<file path="src/rtl/calcore_pkg.sv">
// calcore_pkg: shared types and encodings for the CalCore decode stage.
//   op_t        - decoded operation class carried on out_op
//   OPC_*       - major opcodes (instr[6:0])
//   FUNCT3_*    - funct3 selectors for the SET opcode
//   dec_entry_t - one decoded instruction as stored in the skid FIFO
package calcore_pkg;

  typedef enum logic [2:0] {
    OP_NOP     = 3'd0,
    OP_SET_H   = 3'd1,
    OP_SET_W   = 3'd2,
    OP_BMI     = 3'd3,
    OP_BMR     = 3'd4,
    OP_ILLEGAL = 3'd7
  } op_t;

  localparam logic [6:0] OPC_SET  = 7'b0001011;
  localparam logic [6:0] OPC_BMI  = 7'b0001101;
  localparam logic [6:0] OPC_BMR  = 7'b0001110;

  localparam logic [2:0] FUNCT3_H = 3'b000;
  localparam logic [2:0] FUNCT3_W = 3'b001;

  // Profile field is sized for the largest supported profile count (32);
  // the top level truncates it to PROF_W on the way out.
  localparam int PROF_W_MAX = 5;

  typedef struct packed {
    op_t                   op;
    logic [4:0]            rd;
    logic [4:0]            rs1;
    logic [4:0]            rs2;
    logic [11:0]           imm;
    logic                  gender;
    logic [5:0]            age;
    logic [PROF_W_MAX-1:0] profile;
    logic                  err_illegal;
    logic                  err_incomplete;
  } dec_entry_t;

  // True for the ops that name a profile through rs1.
  function automatic logic op_uses_profile(input op_t op);
    return (op == OP_SET_H) || (op == OP_SET_W) ||
           (op == OP_BMI)   || (op == OP_BMR);
  endfunction

endpackage

</file>
<file path="src/rtl/calcore_dec_comb.sv">
// calcore_dec_comb: purely combinational CalCore instruction decoder.
// Ports:
//   i_instr  - raw 32-bit instruction
//   i_h_set  - per-profile "height set" flags (state before this cycle)
//   i_w_set  - per-profile "weight set" flags (state before this cycle)
//   o_entry  - decoded fields plus illegal/incomplete error bits
module calcore_dec_comb
  import calcore_pkg::*;
#(
  parameter int NUM_PROFILES = 4
) (
  input  logic [31:0]             i_instr,
  input  logic [NUM_PROFILES-1:0] i_h_set,
  input  logic [NUM_PROFILES-1:0] i_w_set,
  output dec_entry_t              o_entry
);

  logic [6:0] w_opcode;
  logic [2:0] w_funct3;
  logic [4:0] w_rs1;
  logic       w_prof_ok;
  logic       w_h;
  logic       w_w;

  assign w_opcode  = i_instr[6:0];
  assign w_funct3  = i_instr[14:12];
  assign w_rs1     = i_instr[19:15];
  assign w_prof_ok = (32'(w_rs1) < NUM_PROFILES);

  // Flag lookup by comparison rather than indexing so an out-of-range rs1
  // simply reads as "not set" for any NUM_PROFILES.
  always_comb begin
    w_h = 1'b0;
    w_w = 1'b0;
    for (int i = 0; i < NUM_PROFILES; i++) begin
      if (w_rs1 == 5'(i)) begin
        w_h = i_h_set[i];
        w_w = i_w_set[i];
      end
    end
  end

  always_comb begin
    o_entry         = '0;
    o_entry.rd      = i_instr[11:7];
    o_entry.rs1     = w_rs1;
    o_entry.rs2     = i_instr[24:20];
    o_entry.profile = w_rs1;

    case (w_opcode)
      OPC_SET: begin
        if (w_funct3 == FUNCT3_H)      o_entry.op = OP_SET_H;
        else if (w_funct3 == FUNCT3_W) o_entry.op = OP_SET_W;
        else                           o_entry.op = OP_ILLEGAL;
      end
      OPC_BMI: o_entry.op = OP_BMI;
      OPC_BMR: o_entry.op = OP_BMR;
      default: o_entry.op = (i_instr == 32'd0) ? OP_NOP : OP_ILLEGAL;
    endcase

    if ((o_entry.op == OP_SET_H) || (o_entry.op == OP_SET_W))
      o_entry.imm = i_instr[31:20];

    if (o_entry.op == OP_BMR) begin
      o_entry.gender = i_instr[31];
      o_entry.age    = i_instr[30:25];
    end

    // Bad profile index keeps the op but marks the entry illegal.
    o_entry.err_illegal = (o_entry.op == OP_ILLEGAL) ||
                          (op_uses_profile(o_entry.op) && !w_prof_ok);

    // Incomplete only makes sense for a profile that exists.
    o_entry.err_incomplete = ((o_entry.op == OP_BMI) || (o_entry.op == OP_BMR)) &&
                             w_prof_ok && !(w_h && w_w);
  end

endmodule

</file>
<file path="src/rtl/calcore_decode_stage.sv">
// calcore_decode_stage: registered CalCore decode stage between fetch and
// the BMI/BMR execute units. Decodes one instruction per handshake, tracks
// per-profile height/weight flags and buffers results in a 2-entry FIFO.
// Ports:
//   clk, rst            - clock, synchronous active-high reset
//   flush               - empties the FIFO and clears all profile flags
//   in_valid/in_ready   - instruction handshake (in_ready registered)
//   in_instr            - raw 32-bit instruction
//   out_valid/out_ready - decoded entry handshake
//   out_op..out_profile - decoded fields of the FIFO head (0 when empty)
//   out_err_illegal     - bad encoding or profile index
//   out_err_incomplete  - calc issued before height and weight were both set
//   prof_h_set/prof_w_set - per-profile flag vectors
module calcore_decode_stage
  import calcore_pkg::*;
#(
  parameter  int NUM_PROFILES = 4,
  localparam int PROF_W       = $clog2(NUM_PROFILES)
) (
  input  logic                    clk,
  input  logic                    rst,
  input  logic                    flush,
  input  logic                    in_valid,
  output logic                    in_ready,
  input  logic [31:0]             in_instr,
  output logic                    out_valid,
  input  logic                    out_ready,
  output logic [2:0]              out_op,
  output logic [4:0]              out_rd,
  output logic [4:0]              out_rs1,
  output logic [4:0]              out_rs2,
  output logic [11:0]             out_imm,
  output logic                    out_gender,
  output logic [5:0]              out_age,
  output logic [PROF_W-1:0]       out_profile,
  output logic                    out_err_illegal,
  output logic                    out_err_incomplete,
  output logic [NUM_PROFILES-1:0] prof_h_set,
  output logic [NUM_PROFILES-1:0] prof_w_set
);

  dec_entry_t              w_dec;
  dec_entry_t              w_head;
  dec_entry_t              w_out;
  dec_entry_t              r_mem [2];
  logic                    r_wr_ptr;
  logic                    r_rd_ptr;
  logic [1:0]              r_count;
  logic [1:0]              w_count_nxt;
  logic                    r_in_ready;
  logic                    r_out_valid;
  logic [NUM_PROFILES-1:0] r_h_set;
  logic [NUM_PROFILES-1:0] r_w_set;
  logic                    w_push;
  logic                    w_pop;

  calcore_dec_comb #(
    .NUM_PROFILES (NUM_PROFILES)
  ) u_dec (
    .i_instr (in_instr),
    .i_h_set (r_h_set),
    .i_w_set (r_w_set),
    .o_entry (w_dec)
  );

  // Flush wins over a same-cycle handshake: the offered instruction is lost.
  assign w_push      = in_valid && r_in_ready && !flush;
  assign w_pop       = r_out_valid && out_ready;
  assign w_count_nxt = r_count + {1'b0, w_push} - {1'b0, w_pop};

  // Control: FIFO pointers, occupancy, handshake flags and the scoreboard.
  always_ff @(posedge clk) begin
    if (rst || flush) begin
      r_wr_ptr    <= 1'b0;
      r_rd_ptr    <= 1'b0;
      r_count     <= 2'd0;
      r_in_ready  <= 1'b1;
      r_out_valid <= 1'b0;
      r_h_set     <= '0;
      r_w_set     <= '0;
    end else begin
      if (w_push) r_wr_ptr <= ~r_wr_ptr;
      if (w_pop)  r_rd_ptr <= ~r_rd_ptr;
      r_count     <= w_count_nxt;
      r_in_ready  <= (w_count_nxt < 2'd2);
      r_out_valid <= (w_count_nxt != 2'd0);
      if (w_push && !w_dec.err_illegal) begin
        for (int i = 0; i < NUM_PROFILES; i++) begin
          if (w_dec.profile == 5'(i)) begin
            if (w_dec.op == OP_SET_H) r_h_set[i] <= 1'b1;
            if (w_dec.op == OP_SET_W) r_w_set[i] <= 1'b1;
          end
        end
      end
    end
  end

  // Data: FIFO storage, written only on an accepted instruction.
  always_ff @(posedge clk) begin
    if (w_push) r_mem[r_wr_ptr] <= w_dec;
  end

  // Head of FIFO; forced to zero when empty so reset/flush read back clean.
  assign w_head = r_mem[r_rd_ptr];
  assign w_out  = r_out_valid ? w_head : '0;

  assign in_ready           = r_in_ready;
  assign out_valid          = r_out_valid;
  assign out_op             = w_out.op;
  assign out_rd             = w_out.rd;
  assign out_rs1            = w_out.rs1;
  assign out_rs2            = w_out.rs2;
  assign out_imm            = w_out.imm;
  assign out_gender         = w_out.gender;
  assign out_age            = w_out.age;
  assign out_profile        = PROF_W'(w_out.profile);
  assign out_err_illegal    = w_out.err_illegal;
  assign out_err_incomplete = w_out.err_incomplete;
  assign prof_h_set         = r_h_set;
  assign prof_w_set         = r_w_set;

endmodule

</file>
<file path="config.mk">
export PLATFORM = sky130hd
export DESIGN_NAME = calcore_decode_stage
export DESIGN_NICKNAME = d
export VERILOG_FILES = /design/src/rtl/calcore_pkg.sv /design/src/rtl/calcore_dec_comb.sv /design/src/rtl/calcore_decode_stage.sv
export SDC_FILE = /design/constraint.sdc
export NUM_CORES = 1
export LEC_CHECK = 0
export CELL_PAD_IN_SITES_DETAIL_PLACEMENT = 0
export CELL_PAD_IN_SITES_GLOBAL_PLACEMENT = 2
export CORE_MARGIN = 8
export CORE_UTILIZATION = 37
export CTS_CLUSTER_SIZE = 10
export DETAILED_ROUTE_END_ITERATION = 6
export GPL_ROUTABILITY_DRIVEN = 0
export PLACE_DENSITY_LB_ADDON = 0.2
export REMOVE_ABC_BUFFERS = 1
export SYNTH_ARGS = -nofsm -noshare
export SYNTH_HDL_FRONTEND = slang
export SYNTH_SLANG_ARGS = --single-unit
</file>
<file path="constraint.sdc">
create_clock -name clk -period 5.95 [get_ports clk]
set_clock_uncertainty 0.2 [all_clocks]
set_input_delay 1.19 -clock clk [delete_from_list [all_inputs] [get_ports clk]]
set_output_delay 1.19 -clock clk [all_outputs]
set_load 0.005 [all_outputs]
</file>
==> out/metrics.cfg <==
[yosys]
ys_seq_elements = 93
synth_cell_types = 43
synth-edff-count = 78
syn_area_um2 = 4110
yosysSeqAreaShare = 0.643
async_flop_share = 0
syn_avg_cell_area_um2 = 14.1
yosysWarnings = 0
synthCells = 291
yosys_most_used_dff = edfxtp_1

[pwr]
power_leakage_nw = 1.65
combPwrFrac = 0.088
swShare = 0.220
ir_worst_vdd_mv = 0.0944
p_sw_mw = 0.275
p_per_area_nw_per_um2 = 238
internal_power_mw = 0.976
seqPwrFrac = 0.581
p_clk_frac = 0.331

[setup_path]
startpoint = out_valid
arrival_ns = 2.20
path_class = reg2out
cp_data_required_time_ns = 4.56
cp_max_fo = 41
regToRegStartpoint = out_valid
endpoint_kind = primary output
cp-start-kind = register

[floorplanning]
die_w_um = 121
initial_core_util = 0.379
coreArea_um2 = 10800
pin_count = 88
rows = 38
die_h_um = 121
dieArea_um2 = 14700

[clock_tree]
cts_buffers = 9
cts_root_buf = clkbuf_8
hold_buffers = 0
post_cts_buffers = 0
cts_tree = yes
ctsResizeCount = 0
clk_latency_ns = 0.34
clock_path_buffers = 2
ctsHtreeMaxLevel = 3
cts.clk_slew.worst_paths_ns = 0.09
cts.sinks = 93

[timing]
fmax_mhz = 279
report.final.slew_viol_count = 0
rsz0062_at_grt = no
final_hold_viol_count = 0
setup_ws_ns = 2.36
maxSlewHeadroom = 0.228
fin_crit_ns = 3.59
worst_slew_pin_slew_ns = 1.16
finalSetupViolCount = 0
finalCritPeriodShare = 0.603
setup_tns_ns = 0
holdWs_ns = 0.319

[layout]
syn_to_final_growth_pct = 27.8
final_util = 0.484
drive_gt1_frac = 0.0796
layout.nets = 411
n_antenna_cell = 0

[drt]
wl_mm = 8.58
drtIter0Drc = 143
vias_per_cell = 4.79
firstDrtPassIters = 4
routed-via-count = 2479
wire_per_inst_um = 16.6
antenna_left = 0
drc_errors = 0

[status]
outcome = completed

[global_route]
grt_pass1_vias = 2613
grt_first_pass_wirelength_mm = 13.6
grt_use_met2 = 0.201
overflow = 0
grtUsageMet3 = 0.0321
grt_usage = 0.119
gr-usage-met1 = 0.142
grt_max_degree = 42
top_usage_layer = met2
antenna_found_initial = 0

[placed_design]
pre_cts_slack_ns = 2.32
io_buffers = 87
hpwl_mm = 5.97

[job]
timing.max_cap.violations = 0

[min_path]
min_from = prof_h_set[3]
hold_class = reg2reg

## power groups by stage
stage | Sequential, mW | Clock, mW | Combinational (mW)
floorplan | 0.741 | 0 | 0.0430
global placement | 0.742 | 0 | 0.111
detailed placement | 0.742 | 0 | 0.112
CTS | 0.728 | 0.424 | 0.112
global route | 0.730 | 0.448 | 0.120
finish | 0.727 | 0.415 | 0.110
## worst paths after layout
path                                           end  slack [ns]  cells after the start
worst min register to register       prof_h_set[3]        0.32                      1
worst max-delay path            out_err_incomplete        2.36                      2
worst min-delay path                 prof_h_set[3]        0.32                      1
worst max register to register           out_valid        3.16                      8
## layer usage
| layer | up-vias | wire length (um) |
|---|---|---|
| li1 | 1228 | - |
| met1 | 1181 | 3710 |
| met2 | 62 | 4300 |
| met3 | 8 | 479 |
| met4 | 0 | 91 |
| met5 | - | 0 |
## through the flow
| stage | instances | instance area [um^2] | total power, mW |
|---|---|---|---|
| final | 517 | 5250 | 1.25 |
| after global routing | 517 | 5250 | 1.30 |
| after CTS | 517 | 5250 | 1.26 |
| after detailed placement | 501 | 5060 | 0.854 |
| after global placement | 501 | 5060 | 0.853 |
| after floorplan | 273 | 3990 | 0.784 |
## final cells by class
class | count | area (um^2)
clock buffer | 11 | 131
clock inverter | 5 | 57.6
fill | 1004 | 5590
inverter | 4 | 15.0
multi-input combinational | 176 | 1350
sequential | 93 | 2640
tap | 140 | 175
timing repair buffer | 88 | 878
## placed cells by master (no fill, tap or decap), types with 2 or more instances in the layout
cell type / count
clkdlybuf4s50_1: 87
edfxtp_1: 78
mux2i_1: 40
nor2b_1: 40
and2_1: 21
dfxtp_1: 14
clkbuf_8: 9
nand2_1: 7
nor3_1: 6
nand3_1: 5
xnor2_1: 5
nor2_1: 5
nor4_1: 4
inv_1: 4
a22o_1: 4
a32o_1: 4
a21oi_1: 3
inv_4: 3
o21ai_0: 2
and4_1: 2
nor3_4: 2
and3_1: 2
or2_2: 2
nor2_4: 2
ha_1: 2
clkbuf_1: 2
## flip-flops by register name, summed over array words and instances, names as in the netlist, named ones only
register	cells
r_count	2
r_wr_ptr	1
prof_h_set	4
r_rd_ptr	1
out_valid	1
prof_w_set	4
in_ready	1
r_mem	78
## synthesized netlist by cell type (3+ instances only)
library cell / number / area, um^2
edfxtp_1: 78 / 2340
mux2i_1: 40 / 400
nor2b_1: 40 / 250
and2_1: 21 / 131
dfxtp_1: 15 / 300
nand2_1: 7 / 26.3
nor2_1: 7 / 26.3
clkbuf_1: 6 / 22.5
nor3_1: 6 / 30.0
nand3_1: 5 / 25.0
xnor2_1: 5 / 43.8
a22o_1: 4 / 35.0
a32o_1: 4 / 40.0
buf_2: 4 / 20.0
buf_4: 4 / 30.0
buf_6: 4 / 45.0
inv_1: 4 / 15.0
nor4_1: 4 / 25.0
a21oi_1: 3 / 15.0
## kinds of logic (layout without fill, tap and decap cells)
family / Yosys count / after routing / share of synthesized area
AND/OR/NAND/NOR: 107 / 107 / 0.163
flip-flops: 93 / 93 / 0.643
multiplexers: 40 / 40 / 0.0975
buffers and inverters: 22 / 108 / 0.0323
AO/OA/AOI/OAI: 21 / 21 / 0.0448
XOR/XNOR: 6 / 6 / 0.0128
adder cells (fa/ha/maj): 2 / 2 / 0.00609
## worst max-delay path, cell delays in order (launching register included)
cell	delay, ns
dfxtp_1	1.05
nor2b_1	0.27
clkdlybuf4s50_1	0.53
Power figures use the tool's default switching activity.
==> RTL edit 1: new RTL, same flow settings <==
`NUM_PROFILES` is set to 4 in 2 places; all go to 2.
--- a/src/rtl/calcore_dec_comb.sv
+++ b/src/rtl/calcore_dec_comb.sv
@@ -8,5 +8,5 @@
   import calcore_pkg::*;
 #(
-  parameter int NUM_PROFILES = 4
+  parameter int NUM_PROFILES = 2
 ) (
   input  logic [31:0]             i_instr,
--- a/src/rtl/calcore_decode_stage.sv
+++ b/src/rtl/calcore_decode_stage.sv
@@ -15,5 +15,5 @@
   import calcore_pkg::*;
 #(
-  parameter  int NUM_PROFILES = 4,
+  parameter  int NUM_PROFILES = 2,
   localparam int PROF_W       = $clog2(NUM_PROFILES)
 ) (
Interface: changed (resized out_profile, prof_h_set and prof_w_set); port bits go from 88 to 83. The function was not compared with the original's and may differ.
==> RTL edit 1 against the unedited design <==
Critical path depth is 2 higher. Final area is 3.6% lower. Total power is 3.0% lower. Worst hold slack worse by 45 ps. Non-clock buffer count is 2 lower. Highest routed layer unchanged. Synthesized cell count is 3.8% lower. Setup slack worse by 160 ps. Synthesized area is 5.6% lower. Routed wire length is 3.1% lower. Sequential cell count is 4 lower.
==> RTL edit 1: results (changes against the unedited design) <==
Outcome - finished, final reports clean
Ys Warns - 0 (unchanged)
Netlist cell types - 40 (-7.0%)
HPWL Detailed - 5900 µm (-1.2%)
DRT Pass-1 Iters - 4 (unchanged)
Hold depth - 2 (+1)
Crit path max fanout - 20 (-51%)
Synth top area cells - edfxtp_1 60%, mux2i_1 10%, nor2b_1 6.6%, dfxtp_1 5.7%, and2_1 3.4%
Largest net degree at the start of global routing - 41 (-2.4%)
Primary FF master, synth - edfxtp_1
Initial antenna violation count - 0 (unchanged)
Number of flops mapped to enable cells by yosys - 78 (unchanged)
Fin. Hold Viols - 0 (unchanged)
Clock latency on the worst-skew pair - 340 ps (about the same)
R2R depth - 9 (+1)
Routed Antenna Nets - 0 (unchanged)
Fraction of layout cells with a size suffix above 1 - 6.79% (-1.2 points)
Reg2Reg Capture Point - out_valid
Register area share after synthesis - 66.1% (+1.8 points)
Initial DRC count - 67 (-53%)
FILL cells - 902 (-10%)
Leakage power - 1.57 nW (-5.0%)
CTS tree - yes
Largest Register - r_mem
HP Start - prof_w_set[0]
Max reg flops - 78 (unchanged)
Diodes inserted - 0 (unchanged)
Vias - 2373 (-4.3%)
Synth async-reset ratio - 0% (unchanged)
Clock-pin slew on the worst setup and hold paths - 90 ps (about the same)
CTS buffer count - 9 (unchanged)
CTS Buffer Depth - 2 (unchanged)
Global-route wire length before repair - 13600 µm (-0.21%)
Root buf cell - clkbuf_8
Wire length per cell - 16.5 µm (-0.65%)
Post-CTS setup buffer count - 0 (unchanged)
Final net count - 402 (-2.2%)
Area after DPL - 0.00485 mm² (-4.1%)
Synthesized area per cell - 13.8 µm² (-1.9%)
Port bufs - 82 (-5.7%)
Worst r2r src - in_ready
Post-Layout Cell Count - 504 (-2.5%)
Pre-CTS WS - 2220 ps (-98.8 ps)
Total GRT Usage - 12.3% (+0.39 points)
Commonest cells post-synth - 78 x edfxtp_1, 41 x nor2b_1, 39 x mux2i_1, 21 x and2_1, 11 x dfxtp_1
Htree depth - 3 (unchanged)
Worst Hold Class - flop to flop
Hold path endpoint - prof_w_set[0]
R2R Setup Slk - 3630 ps (+470 ps)
Measured slew at the worst slew-check pin - 833 ps (-322 ps)
Peak VDD IR - 0.0000942 V (-0.28%)
Number of global-route vias before repair - 2587 (-1.0%)
# placed instances - 488 (-2.6%)
PostCTS Resize Cnt - 0 (unchanged)
==> RTL edit 1: changes by cell type in the layout (fill, tap and decap cells not counted), sizes merged, moves of 3 or more <==
cell	delta
nor4	+4
buf	+3
nor3	-3
clkdlybuf4s50	-5
dfxtp	-4
a22o	-4
o21ai	+5
a32o	-4
==> RTL edit 1: how the worst max path moves through the flow <==
stage,from,to,slack (ps),depth (start not counted)
after CTS,flop,out_imm[11],2130,4
after global routing,flop,out_imm[5],1990,4
after global placement,in_instr[3],r_mem[0][11],2220,5
after floorplan,in_valid,r_mem[0][0],2110,3
after detailed placement,in_instr[3],r_mem[1][12],2220,5
final,flop,out_imm[5],2200,4
==> RTL edit 1: layout make-up <==
type,instances,share of cell area [%]
tap,136,3.36
clock buffer,13,3.59
inverter,6,0.445
clock inverter,3,0.421
multi-input combinational,171,24.7
timing repair buffer,86,16.8
sequential,89,50.7
==> RTL edit 1: worst max-delay path: stages (launching register included) <==
cell	delay, ps
dfxtp_2	750
buf_4	450
mux2i_1	130
nor2b_1	160
clkdlybuf4s50_1	520
==> RTL edit 1: power breakdown <==
group / internal (mW) / total (mW) / switching (mW)
clock: 0.204 / 0.408 / 0.204
sequential: 0.692 / 0.697 / 0.00502
combinational: 0.0591 / 0.110 / 0.0505
total: 0.955 / 1.21 / 0.259
==> RTL edit 1: cell families (layout without fill, tap and decap cells) <==
kind of cell | Yosys count | in the layout | synth area share (%)
compound gates | 19 | 19 | 3.03
fa+ha+maj | 2 | 2 | 0.645
xor+xnor | 6 | 6 | 1.36
mux | 39 | 39 | 10.1
simple gates | 105 | 105 | 16.7
buf+inv | 20 | 108 | 2.10
flops | 89 | 89 | 66.1
==> RTL edit 1: stage by stage <==
step	utilization, %	hold WS (ps)
after floorplan	-	251
after global placement	47.5	261
after detailed placement	47.5	258
after CTS	49.4	278
after global routing	49.4	304
final	49.4	274
==> RTL edit 1: per-layer routing <==
metal  track usage [%]  vias to the layer above  part of all wire (%)
li1                  -                     1182                     -
met1              14.8                     1117                    46
met2              19.9                       68                    47
met3              4.28                        6                   6.3
met4              4.56                        0                   1.1
met5                 0                        -                     0
==> RTL edit 2: new RTL, same settings <==
Made on the original files. Put a register stage on the output `out_err_illegal`. The value now appears one clock later. The other outputs are not delayed to match.
--- a/src/rtl/calcore_decode_stage.sv
+++ b/src/rtl/calcore_decode_stage.sv
@@ -115,5 +115,7 @@
   assign out_age            = w_out.age;
   assign out_profile        = PROF_W'(w_out.profile);
-  assign out_err_illegal    = w_out.err_illegal;
+  always_ff @(posedge clk) begin
+    out_err_illegal <= w_out.err_illegal;
+  end
   assign out_err_incomplete = w_out.err_incomplete;
   assign prof_h_set         = r_h_set;
Behaviour: not the same (Yosys sat finds a counterexample within 4 cycles, from zero or initial values).
==> RTL edit 2 against the unedited design <==
Core utilization grew 0.51 points. Sequential cell count grew 1. Final area rose by 1.0%. Routed wire length up 6.8%. Setup slack worse by 78 ps. Die area rose by 0.37%. Worst hold slack worse by 48 ps. Cell count increased by 3.7%. Critical path depth rose by 2. Maximum frequency decreased by 2.1%. First-iteration DRC count is 38% lower. Synthesized area is 0.43% higher. Total power rose by 0.29%. Critical endpoint is now out_imm[8]. Largest cell class unchanged.
==> RTL edit 2: results (changes against the unedited design) <==
GRT met3 Usage - 4.21% (+1.0 points)
Number of global-route vias before repair - 2777 (+6.3%)
Clock Power Share - 32.7% (-0.4 points)
Area occupied by multi-input gates - 0.00138 mm² (+2.2%)
Synthesized area per cell - 13.5 µm² (-4.5%)
Post-Layout Cell Count - 536 (+3.7%)
Routed wl met3 - 660 µm (+38%)
ClkCell Share - 3.59% (-0.014 points)
Final core utilization - 48.9% (+0.51 points)
Global-route wire length before repair - 14600 µm (+6.8%)
Area after DPL - 0.00511 mm² (+1.1%)
Final net count - 430 (+4.6%)
Bufs w/o clock - 89 (+1.1%)
Seq cells post-synth - 94 (+1.1%)
CP arrival - 2280 ps (+80 ps)
CP top delay family - buffers and inverters
Pre-CTS WS - 2290 ps (-28.9 ps)
Peak VDD IR - 0.000173 V (+83%)
Met2 wire length - 4510 µm (+5.0%)
Wire length per cell - 17.1 µm (+3.0%)
# placed instances - 520 (+3.8%)
Initial DRC count - 89 (-38%)
GR Util met1 - 14.7% (+0.48 points)
Vias - 2592 (+4.6%)
Fraction of area in registers - 50.2% (-0.15 points)
Total GRT Usage - 12.7% (+0.84 points)
Synth top area cells - edfxtp_1 57%, mux2i_1 9.5%, dfxtp_1 7.8%, nor2b_1 6.2%, and2_1 3.2%
Netlist cell types - 40 (-7.0%)
Outcome - finished, final reports clean
Slew headroom - 23.4% (+0.69 points)
HPWL Detailed - 6690 µm (+12%)
FILL cells - 984 (-2.0%)
#MultiIn Comb - 194 (+10%)
Pint - 0.981 mW (+0.48%)
[RTL edit 2: cell types whose count changed after synthesis, sizes merged, moves of 3 or more]
cell / unedited run / this run
nand3b: 0 / 4
o21ai: 2 / 16
a22o: 4 / 0
a32o: 4 / 1
nor4: 4 / 7
nand2: 7 / 15
buf: 12 / 9
[RTL edit 2: cells by family (layout without fill, tap and decap cells)]
kind of cell	after synthesis	count (layout)	synth area share [%]
AO/OA/AOI/OAI	27	27	3.91
XOR/XNOR	5	5	1.06
adder cells (fa/ha/maj)	2	2	0.607
buffers and inverters	18	108	2.43
flip-flops	94	94	64.5
multiplexers	39	39	9.46
AND/OR/NAND/NOR	121	121	18.0
[RTL edit 2: path summary, 6_finish.rpt]
path         cells past startpoint  slack (ps)          start             to
min                              2         270  prof_h_set[1]  prof_h_set[1]
min reg2reg                      2         270  prof_h_set[1]  prof_h_set[1]
max                              4        2280           flop     out_imm[8]
max reg2reg                      9        3370      out_valid      out_valid
